<file path="src/rtl/br_pkg.sv">
// Branch control shared types: FSM states, queue depth, recovery length
// and the in-flight entry record.
package br_pkg;

  localparam int QDEPTH      = 2;
  localparam int RECOVER_CYC = 2;

  typedef enum logic {
    RUN     = 1'b0,
    RECOVER = 1'b1
  } br_state_e;

  typedef struct packed {
    logic        pred;
    logic [31:0] alt_pc;
  } br_entry_t;

endpackage

</file>
<file path="src/rtl/br_inflight_fifo.sv">
// In-flight branch queue. Ports: cpu_clk/cpu_rst, clear (wins over push),
// push/pop with din, full/empty flags and head entry.
module br_inflight_fifo
  import br_pkg::*;
#(
  parameter int DEPTH = 2
) (
  input  logic      cpu_clk,
  input  logic      cpu_rst,
  input  logic      clear,
  input  logic      push,
  input  logic      pop,
  input  br_entry_t din,
  output logic      full,
  output logic      empty,
  output br_entry_t head
);

  localparam int AW = (DEPTH > 1) ? $clog2(DEPTH) : 1;

  br_entry_t      mem [DEPTH];
  logic [AW-1:0]  rd_ptr;
  logic [AW-1:0]  wr_ptr;
  logic [AW:0]    count;
  logic           push_ok;
  logic           pop_ok;

  assign full    = (count == (AW+1)'(DEPTH));
  assign empty   = (count == '0);
  assign push_ok = push & ~full;
  assign pop_ok  = pop & ~empty;
  assign head    = mem[rd_ptr];

  function automatic logic [AW-1:0] inc(input logic [AW-1:0] p);
    return (p == AW'(DEPTH - 1)) ? '0 : p + 1'b1;
  endfunction

  always_ff @(posedge cpu_clk) begin
    if (push_ok && !clear && !cpu_rst)
      mem[wr_ptr] <= din;
  end

  always_ff @(posedge cpu_clk) begin
    if (cpu_rst || clear) begin
      rd_ptr <= '0;
      wr_ptr <= '0;
      count  <= '0;
    end else begin
      if (push_ok) wr_ptr <= inc(wr_ptr);
      if (pop_ok)  rd_ptr <= inc(rd_ptr);
      unique case ({push_ok, pop_ok})
        2'b10:   count <= count + 1'b1;
        2'b01:   count <= count - 1'b1;
        default: count <= count;
      endcase
    end
  end

endmodule

</file>
<file path="src/rtl/br_ctrl.sv">
// Branch resolution control: in-flight queue, mispredict detect, redirect
// mux, recovery FSM, counters and sticky queue error flags.
module br_ctrl
  import br_pkg::*;
(
  input  logic        cpu_clk,
  input  logic        cpu_rst,
  input  logic        id_is_B,
  input  logic        id_pre_br,
  input  logic [31:0] id_target,
  input  logic [31:0] id_pc4,
  input  logic        stall,
  input  logic        ex_valid_B,
  input  logic        ex_real_br,
  output logic        upd_en,
  output logic        upd_taken,
  output logic        redirect,
  output logic [31:0] redirect_pc,
  output logic        flush,
  output logic [15:0] br_cnt,
  output logic [15:0] mispred_cnt,
  output logic        q_ovf,
  output logic        q_unf
);

  br_state_e  state;
  br_state_e  state_n;
  logic [1:0] rcnt;
  logic [1:0] rcnt_n;

  logic       run;
  logic       push_req;
  logic       pop;
  logic       mispred;
  logic       q_full;
  logic       q_empty;
  br_entry_t  q_head;
  br_entry_t  q_din;

  // Gating with reset forces every strobe and redirect low during reset.
  assign run      = (state == RUN) & ~cpu_rst;
  assign pop      = ex_valid_B & ~q_empty & run;
  assign mispred  = pop & (q_head.pred != ex_real_br);
  assign push_req = id_is_B & ~stall & ~mispred & run;

  assign q_din.pred   = id_pre_br;
  assign q_din.alt_pc = id_pre_br ? id_pc4 : id_target;

  br_inflight_fifo #(
    .DEPTH (QDEPTH)
  ) u_fifo (
    .cpu_clk (cpu_clk),
    .cpu_rst (cpu_rst),
    .clear   (mispred),
    .push    (push_req),
    .pop     (pop),
    .din     (q_din),
    .full    (q_full),
    .empty   (q_empty),
    .head    (q_head)
  );

  assign upd_en    = pop;
  assign upd_taken = ex_real_br;
  assign flush     = mispred;

  always_comb begin
    redirect    = 1'b0;
    redirect_pc = '0;
    if (mispred) begin
      redirect    = 1'b1;
      redirect_pc = q_head.alt_pc;
    end else if (push_req && id_pre_br) begin
      redirect    = 1'b1;
      redirect_pc = id_target;
    end
  end

  always_comb begin
    state_n = state;
    rcnt_n  = rcnt;
    unique case (state)
      RUN: begin
        if (mispred) begin
          state_n = RECOVER;
          rcnt_n  = 2'(RECOVER_CYC);
        end
      end
      RECOVER: begin
        if (rcnt <= 2'd1) begin
          state_n = RUN;
          rcnt_n  = '0;
        end else begin
          rcnt_n  = rcnt - 1'b1;
        end
      end
      default: begin
        state_n = RUN;
        rcnt_n  = '0;
      end
    endcase
  end

  always_ff @(posedge cpu_clk) begin
    if (cpu_rst) begin
      state       <= RUN;
      rcnt        <= '0;
      br_cnt      <= '0;
      mispred_cnt <= '0;
      q_ovf       <= 1'b0;
      q_unf       <= 1'b0;
    end else begin
      state <= state_n;
      rcnt  <= rcnt_n;
      if (pop && br_cnt != 16'hFFFF)
        br_cnt <= br_cnt + 1'b1;
      if (mispred && mispred_cnt != 16'hFFFF)
        mispred_cnt <= mispred_cnt + 1'b1;
      if (push_req && q_full)
        q_ovf <= 1'b1;
      if (ex_valid_B && q_empty && run)
        q_unf <= 1'b1;
    end
  end

endmodule
</file>
<file path="config.mk">
export PLATFORM = sky130hd
export DESIGN_NAME = br_ctrl
export DESIGN_NICKNAME = d
export VERILOG_FILES = /design/src/rtl/br_pkg.sv /design/src/rtl/br_inflight_fifo.sv /design/src/rtl/br_ctrl.sv
export SDC_FILE = /design/constraint.sdc
export NUM_CORES = 1
export LEC_CHECK = 0
export CAP_MARGIN = 15
export CORE_MARGIN = 4
export CORE_UTILIZATION = 29
export CTS_BUF_LIST = sky130_fd_sc_hd__clkbuf_8
export CTS_CLUSTER_DIAMETER = 40
export DETAILED_ROUTE_END_ITERATION = 8
export GPL_TIMING_DRIVEN = 0
export PLACE_DENSITY = 0.53
export SYNTH_ARGS = -nofsm -noshare
export SYNTH_HDL_FRONTEND = slang
export SYNTH_SLANG_ARGS = --single-unit
</file>
<file path="constraint.sdc">
create_clock -name cpu_clk -period 6.07 [get_ports cpu_clk]
set_input_delay 1.5175 -clock cpu_clk [delete_from_list [all_inputs] [get_ports cpu_clk]]
set_output_delay 1.5175 -clock cpu_clk [all_outputs]
set_load 0.01 [all_outputs]
</file>
==> metrics.md <==
| Metric | Value |
|---|---|
| Pleak | 0.00214 uW |
| CTS tree | yes |
| FMAX | 172 MHz |
| Syn Area/Cell | 12.0 um^2 |
| Port bufs | 139 |
| R2R Path End | u_fifo.mem[1][22]$_DFFE_PP_ |
| Fin crit period | 5.80 ns |
| Fin crit share | 95.6% |
| CTS HTree Levels | 3 |
| First-pass GRT wire length | 21.1 mm |
| Pre-antenna DRT Iters | 4 |
| WP data required | 4.55 ns |
| Design area | 6990 um^2 |
| WS Path Type | in -> out |
| Reg clk slew, reported paths | 0.09 ns |
| # IOs | 141 |
| RSZ-0062 raised after global routing | false |
| TritonCTS Buffers | 9 |
| 1st-iter DRT viols | 111 |
| #FFs+latches synth | 108 |
| Share of layout cells above drive strength 1 | 10.7% |
| Run status | complete, no violations |
| DR vias | 3,867 |
| Final setup fails | 0 |
| Die H | 140 um |
| Initial Util | 29.5% |
| Wire per inst | 16.5 um |
| Core outline area | 17,200 um^2 |
| # DRC | 0 |
| Setup Skew | 0.00979 ns |
| Antenna diodes | 0 |
| Layout area overhead | 37.5% |
| Die footprint | 19,700 um^2 |
| Nets | 651 |
| Clock buffer depth | 2 |
| Synthesis Warnings | 0 |
| Least-Margin Pin Slew | 1.08 ns |
| Hold Path Stages | 2 |
| Met1 Resource Use GR | 16.3% |
| Post-DP HPWL | 9.81 mm |
| GRT Util Overall | 13.5% |
| GRT overflow | 0 |
| Most Used Layer, Global Route | met2 |
| Post-place instance area | 6810 um^2 |
| GP Congestion | 0.852 |
| Commonest non-fill, non-tap cell in the layout | clkdlybuf4s50_1 |
| Mapped Nets | 499 |
| Syn Inst Count | 425 |
| Reg2reg path depth | 7 |
| Std-Cell Rows | 48 |
| Met2 usage | 22.6% |
| Register area share after synthesis | 55.5% |
| DIE WIDTH | 140 um |
| Critical Path Source Type | input port |
| Largest net degree at the start of global routing | 30 |
| Core Util, Final | 40.6% |
| Setup TNS | 0 ns |
| Crit end category | output port |
| R2r setup slk | 3.40 ns |
| Hold Fails Final Rpt | 0 |
| Min Hold Slack | 0.493 ns |
| Detail Route Antenna Nets | 0 |
| Clk sinks | 108 |
| Initial antenna violation count | 0 |
| Crit path max fanout | 10 |
| Hold EP | rcnt[1]$_SDFFE_PP0P_ |
| DRT Wirelength | 13.3 mm |
| Final slew viol count | 0 |
| Pwr dens | 197 nW/um^2 |
| Post-cts resize count | 0 |
| Setup bufs post-CTS | 0 |
| Synthesized area | 5080 um^2 |
| Met3 Use GR | 5.84% |
| Clock root cell | clkbuf_8 |
| Max_slew headroom | 27.3% |
| Clock Latency Late Sink | 0.38 ns |
| CTS Hold Buffers Added | 0 |
| Worst VDD drop | 0.0000889 V |
| Min-delay src | rcnt[1]$_SDFFE_PP0P_ |
| Most frequent cells in the layout | clkdlybuf4s50_1 (139), edfxtp_1 (66), dfxtp_1 (42), nor2_1 (36), mux2i_1 (36) |
| Vias per cell | 4.79 |
| Worst Hold Class | reg -> reg |
| Number of global-route vias before repair | 4,057 |
| Total Power | 1370 uW |
| Worst Path Arrival | 4.28 ns |
| Max Cap Viol | 0 |
| Distinct cells, synth | 44 |
## power breakdown
part	leakage, uW	switching, uW	internal [uW]
combinational	0.00112	75.2	92.9
clock	0.0000795	251	151
sequential	0.000938	7.03	797
## metal layers
layer | wire length [um] | up-vias | part of all wire (%)
met2 | 6290 | 120 | 47
met1 | 5750 | 1827 | 43
met3 | 1140 | 8 | 8.6
met5 | 0 | - | 0
met4 | 116 | 0 | 0.87
li1 | - | 1912 | -
## layout make-up
type / count / area (um^2)
timing repair buffer: 141 / 1430
clock buffer: 9 / 124
inverter: 10 / 50.0
clock inverter: 7 / 52.6
multi-input combinational: 281 / 2120
tap: 225 / 282
buffer: 26 / 114
fill: 1667 / 10200
sequential: 108 / 2820
## flip-flops by register name, indices dropped and copies added (netlist names), named ones only
name	count
br_cnt	16
mispred_cnt	16
q_ovf	1
q_unf	1
rcnt	2
state	1
u_fifo.count	2
u_fifo.mem	66
u_fifo.rd_ptr	1
u_fifo.wr_ptr	1
## cell usage after synthesis, drive strengths merged
cell type	n	share of area, %
o21ai	8	0.79
nand2	14	1.0
nor4	12	1.5
inv	9	0.66
nor3b	1	0.15
and2	1	0.12
ha	3	0.74
buf	6	0.74
or3	5	0.62
and4	5	0.86
nor4b	2	0.47
mux2	32	7.1
o31ai	2	0.30
xnor2	19	3.3
a21oi	10	0.98
o2bb2ai	32	5.5
nor4bb	1	0.20
nand4	16	2.0
xor2	9	1.6
clkbuf	20	1.5
a41oi	1	0.17
and3	2	0.25
a31oi	1	0.12
edfxtp	66	39
or4	2	0.30
nor2	39	2.9
nand3b	1	0.15
nor3	9	0.98
mux2i	36	7.1
dfxtp	42	17
nand3	9	0.89
clkinv	1	0.32
nor2b	1	0.12
or4b	1	0.20
nand4b	3	0.52
nand2b	4	0.49
## stage by stage
step | instances | worst slack (ns)
6_report | 807 | 0.268
5_1_grt | 807 | 0.0463
4_1_cts | 807 | 0.00490
3_5_place_dp | 791 | 0.00744
3_3_place_gp | 789 | 0.00634
2_1_floorplan | 425 | 1.60
## critical path, stage by stage
cell	delay [ns]
clkdlybuf4s50_1	0.49
clkbuf_1	0.42
nand3b_1	0.21
nor2_2	0.38
clkbuf_1	0.48
o2bb2ai_1	0.21
clkdlybuf4s50_1	0.58
## kinds of logic after synthesis
family | after synthesis | share of synthesized area [%]
compound gates | 54 | 7.87
xor+xnor | 28 | 4.82
fa+ha+maj | 3 | 0.738
buf+inv | 36 | 3.22
flops | 108 | 55.5
mux | 68 | 14.2
simple gates | 128 | 13.7
## worst max path at each step
| stage | from | endpoint |
|---|---|---|
| floorplan | cpu_rst | redirect_pc[23] |
| global placement | ex_real_br | redirect_pc[1] |
| detailed placement | id_pre_br | redirect_pc[1] |
| CTS | id_pre_br | redirect_pc[1] |
| global route | id_pre_br | redirect_pc[1] |
| finish | id_pre_br | redirect_pc[1] |
No activity file was read; power rests on OpenSTA's default activity.
